<file path="src/rtl/fwd_hazard_ctrl_pkg.sv">
// Shared types and encodings for the forwarding / hazard controller.
// Holds the per-stage shadow record and the operand-mux select encodings.
package fwd_hazard_ctrl_pkg;

    localparam int REG_ADDR_W_DFLT = 5;
    // Widest register address the shadow record can carry; narrower ids are zero-extended.
    localparam int DEST_W          = 8;

    localparam logic [1:0] FWD_RF   = 2'd0;
    localparam logic [1:0] FWD_WB   = 2'd1;
    localparam logic [1:0] FWD_MEM  = 2'd2;
    localparam logic [1:0] FWD_RSVD = 2'd3;

    typedef struct packed {
        logic              valid;
        logic [DEST_W-1:0] dest;
        logic              reg_write;
        logic              mem_read;
    } stage_info_t;

    localparam stage_info_t STAGE_BUBBLE = '0;

    // MEM wins over WB; register 0 is hard-wired and never forwarded.
    function automatic logic [1:0] fwd_select(
        input stage_info_t       mem,
        input stage_info_t       wb,
        input logic              uses,
        input logic [DEST_W-1:0] src
    );
        logic [1:0] sel;
        sel = FWD_RF;
        if (mem.valid && mem.reg_write && (mem.dest != '0) && uses && (mem.dest == src)) begin
            sel = FWD_MEM;
        end else if (wb.valid && wb.reg_write && (wb.dest != '0) && uses && (wb.dest == src)) begin
            sel = FWD_WB;
        end
        return sel;
    endfunction

endpackage

</file>
<file path="src/rtl/fwd_hazard_ctrl_busy_cnt.sv">
// Multi-cycle mul/div occupancy counter: loads when a mul/div enters EX,
// then counts down; busy while nonzero.
module muldiv_busy_cnt #(
    parameter int MULDIV_CYCLES = 4,
    parameter int CNT_W         = 3
) (
    input  logic clk,
    input  logic rst_n,
    input  logic load,
    output logic busy
);

    logic [CNT_W-1:0] cnt_q, cnt_d;

    always_comb begin
        cnt_d = cnt_q;
        if (load) begin
            cnt_d = CNT_W'(MULDIV_CYCLES - 1);
        end else if (cnt_q != '0) begin
            cnt_d = cnt_q - 1'b1;
        end
    end

    always_ff @(posedge clk or negedge rst_n) begin
        if (!rst_n) begin
            cnt_q <= '0;
        end else begin
            cnt_q <= cnt_d;
        end
    end

    assign busy = (cnt_q != '0);

endmodule

</file>
<file path="src/rtl/fwd_hazard_ctrl.sv">
// Forwarding-select and hazard controller for the 5-stage pipeline.
// Keeps a shadow EX/MEM/WB copy and drives mux selects, stalls and flushes combinationally.
module fwd_hazard_ctrl
    import fwd_hazard_ctrl_pkg::*;
#(
    parameter int REG_ADDR_W    = REG_ADDR_W_DFLT,
    parameter int MULDIV_CYCLES = 4,
    parameter int CNT_W         = 3
) (
    input  logic                  clk,
    input  logic                  rst_n,
    input  logic                  id_valid,
    input  logic [REG_ADDR_W-1:0] id_rs,
    input  logic [REG_ADDR_W-1:0] id_rt,
    input  logic                  id_uses_rs,
    input  logic                  id_uses_rt,
    input  logic [REG_ADDR_W-1:0] id_dest,
    input  logic                  id_reg_write,
    input  logic                  id_mem_read,
    input  logic                  id_muldiv,
    input  logic                  ex_branch_taken,
    output logic [1:0]            fwd_a_sel,
    output logic [1:0]            fwd_b_sel,
    output logic                  pc_write,
    output logic                  ifid_write,
    output logic                  ifid_flush,
    output logic                  idex_flush,
    output logic                  idex_hold,
    output logic                  exmem_bubble,
    output logic                  muldiv_busy
);

    stage_info_t           ex_q, ex_d, mem_q, mem_d, wb_q, wb_d;
    logic [REG_ADDR_W-1:0] ex_rs_q, ex_rs_d, ex_rt_q, ex_rt_d;
    logic                  ex_uses_rs_q, ex_uses_rs_d, ex_uses_rt_q, ex_uses_rt_d;

    logic busy, flush, load_use, advance_id, muldiv_load;

    muldiv_busy_cnt #(
        .MULDIV_CYCLES (MULDIV_CYCLES),
        .CNT_W         (CNT_W)
    ) u_busy_cnt (
        .clk   (clk),
        .rst_n (rst_n),
        .load  (muldiv_load),
        .busy  (busy)
    );

    always_comb begin
        load_use = ex_q.valid && ex_q.mem_read && (ex_q.dest != '0) && id_valid &&
                   ((id_uses_rs && (DEST_W'(id_rs) == ex_q.dest)) ||
                    (id_uses_rt && (DEST_W'(id_rt) == ex_q.dest)));
        // A taken branch kills the ID instruction, so it cannot cause a load-use stall.
        flush       = ex_branch_taken && !busy;
        advance_id  = !busy && !flush && !load_use && id_valid;
        muldiv_load = advance_id && id_muldiv;
    end

    always_comb begin
        fwd_a_sel = fwd_select(mem_q, wb_q, ex_uses_rs_q, DEST_W'(ex_rs_q));
        fwd_b_sel = fwd_select(mem_q, wb_q, ex_uses_rt_q, DEST_W'(ex_rt_q));
    end

    always_comb begin
        pc_write     = 1'b1;
        ifid_write   = 1'b1;
        ifid_flush   = 1'b0;
        idex_flush   = 1'b0;
        idex_hold    = 1'b0;
        exmem_bubble = 1'b0;
        muldiv_busy  = busy;
        if (busy) begin
            pc_write     = 1'b0;
            ifid_write   = 1'b0;
            idex_hold    = 1'b1;
            exmem_bubble = 1'b1;
        end else if (flush) begin
            ifid_flush = 1'b1;
            idex_flush = 1'b1;
        end else if (load_use) begin
            pc_write   = 1'b0;
            ifid_write = 1'b0;
            idex_flush = 1'b1;
        end
    end

    // Shadow advance mirrors what the pipeline registers do under the same controls.
    always_comb begin
        wb_d         = mem_q;
        mem_d        = ex_q;
        ex_d         = ex_q;
        ex_rs_d      = ex_rs_q;
        ex_rt_d      = ex_rt_q;
        ex_uses_rs_d = ex_uses_rs_q;
        ex_uses_rt_d = ex_uses_rt_q;
        if (busy) begin
            mem_d = STAGE_BUBBLE;
        end else if (advance_id) begin
            ex_d.valid     = 1'b1;
            ex_d.dest      = DEST_W'(id_dest);
            ex_d.reg_write = id_reg_write;
            ex_d.mem_read  = id_mem_read;
            ex_rs_d        = id_rs;
            ex_rt_d        = id_rt;
            ex_uses_rs_d   = id_uses_rs;
            ex_uses_rt_d   = id_uses_rt;
        end else begin
            ex_d         = STAGE_BUBBLE;
            ex_rs_d      = '0;
            ex_rt_d      = '0;
            ex_uses_rs_d = 1'b0;
            ex_uses_rt_d = 1'b0;
        end
    end

    always_ff @(posedge clk or negedge rst_n) begin
        if (!rst_n) begin
            ex_q         <= STAGE_BUBBLE;
            mem_q        <= STAGE_BUBBLE;
            wb_q         <= STAGE_BUBBLE;
            ex_rs_q      <= '0;
            ex_rt_q      <= '0;
            ex_uses_rs_q <= 1'b0;
            ex_uses_rt_q <= 1'b0;
        end else begin
            ex_q         <= ex_d;
            mem_q        <= mem_d;
            wb_q         <= wb_d;
            ex_rs_q      <= ex_rs_d;
            ex_rt_q      <= ex_rt_d;
            ex_uses_rs_q <= ex_uses_rs_d;
            ex_uses_rt_q <= ex_uses_rt_d;
        end
    end

endmodule
</file>
<file path="config.mk">
export PLATFORM = sky130hd
export DESIGN_NAME = fwd_hazard_ctrl
export DESIGN_NICKNAME = d
export VERILOG_FILES = /design/src/rtl/fwd_hazard_ctrl_pkg.sv /design/src/rtl/fwd_hazard_ctrl_busy_cnt.sv /design/src/rtl/fwd_hazard_ctrl.sv
export SDC_FILE = /design/constraint.sdc
export NUM_CORES = 1
export LEC_CHECK = 0
export ABC_AREA = 1
export CAP_MARGIN = 10
export CORE_ASPECT_RATIO = 1.2
export CORE_MARGIN = 2
export CORE_UTILIZATION = 55
export CTS_BUF_LIST = sky130_fd_sc_hd__clkbuf_2 sky130_fd_sc_hd__clkbuf_4 sky130_fd_sc_hd__clkbuf_8
export DETAILED_ROUTE_END_ITERATION = 16
export GPL_ROUTABILITY_DRIVEN = 0
export PLACE_DENSITY_LB_ADDON = 0.08
export SETUP_SLACK_MARGIN = 0.1
export SLEW_MARGIN = 25
export SYNTH_ARGS = -nofsm -noshare
export SYNTH_HDL_FRONTEND = slang
export SYNTH_SLANG_ARGS = --single-unit
export TNS_END_PERCENT = 100
</file>
<file path="constraint.sdc">
create_clock -name clk -period 3.2 [get_ports clk]
set_clock_uncertainty 0.05 [all_clocks]
set_input_delay 0.64 -clock clk [delete_from_list [all_inputs] [get_ports clk]]
set_output_delay 0.64 -clock clk [all_outputs]
set_load 0.01 [all_outputs]
</file>
==> flow_summary.ini <==
[drt]
vias_per_cell = 5.24
drc = 0
num_vias = 1719
detail-route-antenna-nets = 0
wl_per_cell_um = 12.9
wl_um = 4230
drtPass1Iterations = 5
drt-initial-drc-count = 66

[timing]
fmax_mhz = 343
finalMaxSlewViolations = 0
setup_violations = 0
period_needed_ns = 2.92
fin_tns_setup_ns = 0
fin_crit_sh_pct = 91.1
hold_viol = 0
relSlewSlack_pct = 69.3
grt_setup_unrepaired = false
setup_slack_ns = 0.284
worst_pin_slew_ns = 0.461

[floorplanning]
io_pins = 35
die_y_um = 70.4
die-area_sq_um = 4170
start_util_pct = 56.5
core_sq_um = 3570
rows = 24
dieWidth_um = 59.3

[hold_path]
hp-class = flop to flop
hold_path_end = wb_q[1]
worstHoldStart = mem_q[1]
hold_path_depth = 0

[final_layout]
layout-drive-gt1-share_pct = 11.8
fill_cells = 310
seqCellArea_sq_um = 926
layout_common_cells = nand2_1, inv_1, dfrtp_1, clkdlybuf4s50_1
diodes = 0
fin_util_pct = 69.0
nNetsFinal = 314
final_common_cell = nand2_1
syn2layout_area_growth_pct = 22.2
multi_input_area_sq_um = 846

[clocking]
tritoncts = built
clock_tree.root_cell = clkbuf_8
clkSlewWorstSetupHoldPaths_ns = 0.07
cts_buffers = 5
ctsHtreeMaxLevel = 2
insertion_delay_ns = 0.29
cts_setup_buffers = 0
cts.sink_count = 37
clockBufferDepth = 2

[setup_path]
cp_data_arrival_time_ns = 2.23
r2r_cells = 8
r2r_end = ex_rs_q[3]
rrSetupSlack_ns = 1.12
cp-start-kind = flop
crit_required_ns = 2.51
r2r_start = u_busy_cnt.cnt_q[0]
crit_type = flop to primary output
cp_max_fo = 11
worstSetupEndpointType = primary output

[power_and_ir_drop]
max-vdd-ir-drop_v = 0.000475
p_seq_share_pct = 42.7
switching_share_pct = 37.2
pwr-share-comb_pct = 37.4
p_int_mw = 0.990
cellLeakagePower_nw = 1.33
clock_power_share_pct = 19.9
switchingPower_mw = 0.586
powerDensity_nw_per_um2 = 639

[placement]
io_buffers = 34
post-place-ws_ns = 0.140
hpwl_um = 3250

[logic_synthesis]
synth_top_family_by_area = simple AND/OR/NAND/NOR gates
postSynthCellCount = 252
synth_compound_area_share_pct = 8.67
synth_fa_ha_area_share_pct = 1.24
syn_area_sq_um = 2020
synth-seq-cells = 37
synth_xor_area_share_pct = 3.90
yosysWarnings = 0
muxShareOfSynthArea_pct = 0
ys_seq_area_share_pct = 45.8
postSynthAreaPerCell_sq_um = 8.01
synthesis.nets = 278
yosys.area_share.simple_pct = 28.1
synth.distinct_cells = 27

[grt]
grtUsageTotal_pct = 23.7
grt_pass1_wl_um = 7380
grt_pass1_vias = 1699
grt-ovfl-total = 0
antenna_found_initial = 0
grt_max_degree = 38

[run]
cap_violations = 0

[outcome]
outcome = finished clean
==> worst max-delay path by stage <==
| stage | start | endpoint | slack [ns] | cells past startpoint |
|---|---|---|---|---|
| detailed placement | id_rs[2] | ifid_write | 0.14 | 11 |
| floorplan | u_busy_cnt.cnt_q[0] | idex_hold | 0.98 | 7 |
| global route | u_busy_cnt.cnt_q[0] | idex_hold | 0.13 | 6 |
| CTS | id_rt[3] | ifid_write | 0.14 | 11 |
| global placement | id_rt[3] | ifid_write | 0.17 | 11 |
| finish | u_busy_cnt.cnt_q[0] | exmem_bubble | 0.28 | 6 |
==> critical path: stages (launching register included) <==
cell and delay (ns):
dfrtp_1 0.36, inv_1 0.05, ha_1 0.19, ha_1 0.32, inv_1 0.26, buf_4 0.21
clkdlybuf4s50_1 0.54
==> kinds of logic (layout without fill, tap and decap cells) <==
family                   count (synthesis)  count (layout)
AND/OR/NAND/NOR                        119             119
buffers and inverters                   55              92
flip-flops                              37              37
AO/OA/AOI/OAI                           30              30
XOR/XNOR                                 9               9
adder cells (fa/ha/maj)                  2               2
==> cell type report <==
type                            count  area share (%)
Sequential cell                    37            37.5
Multi-Input combinational cell    160            34.3
Timing Repair Buffer               40            16.0
Inverter                           44            6.69
Clock buffer                        5            2.79
Tap cell                           39            1.98
Clock inverter                      3           0.710
==> sequential cells by signal, summed over array words and instances, names as in the netlist <==
name	cells
ex_rs_q	5
ex_uses_rs_q	1
wb_q	7
ex_uses_rt_q	1
mem_q	7
ex_q	8
ex_rt_q	5
u_busy_cnt.cnt_q	3
==> power groups by stage <==
stage | clock network (mW) | logic (mW) | registers, mW
after floorplan | 0 | 0.423 | 0.655
after global placement | 0 | 0.582 | 0.677
after detailed placement | 0 | 0.591 | 0.681
after CTS | 0.325 | 0.598 | 0.672
after global routing | 0.348 | 0.680 | 0.689
final | 0.313 | 0.589 | 0.674
==> repair_timing <==
item                                    in CTS  in global routing
endpoints found under the setup margin       0                  3
resized for setup                            0                  5
hold buffers                                 0                  0
hold endpoints to repair                     0                  0
==> layer usage <==
layer	vias to the layer above	wire [um]	GRT usage [%]
li1	861	-	-
met1	798	1730	29.5
met2	50	2250	39.7
met3	10	153	5.00
met4	0	86	8.59
met5	-	0	0
==> per-stage QoR <==
| step | power (mW) | cell area (sq um) | cells | hold slack [ns] |
|---|---|---|---|---|
| after floorplan | 1.08 | 2020 | 252 | 0.294 |
| after global placement | 1.26 | 2370 | 320 | 0.309 |
| after detailed placement | 1.27 | 2370 | 320 | 0.323 |
| after CTS | 1.60 | 2460 | 328 | 0.340 |
| after global routing | 1.72 | 2470 | 328 | 0.345 |
| final | 1.58 | 2470 | 328 | 0.340 |
==> synthesized netlist by cell type (all sizes together) <==
cell | count | share of area (%)
a211oi | 1 | 0.37
a21oi | 4 | 1.2
buf | 8 | 3.5
clkbuf | 3 | 0.56
dfrtp | 37 | 46
ha | 2 | 1.2
inv | 44 | 8.2
nand2 | 68 | 13
nand3 | 27 | 9.7
nand4 | 4 | 1.2
nor2 | 15 | 2.8
nor3 | 4 | 0.99
nor3b | 1 | 0.62
o2111ai | 2 | 0.87
o211ai | 1 | 0.37
o21a | 1 | 0.37
o21ai | 19 | 4.9
o22ai | 2 | 0.62
xnor2 | 5 | 2.2
xor2 | 4 | 1.7
No activity file was read; power rests on OpenSTA's default activity.
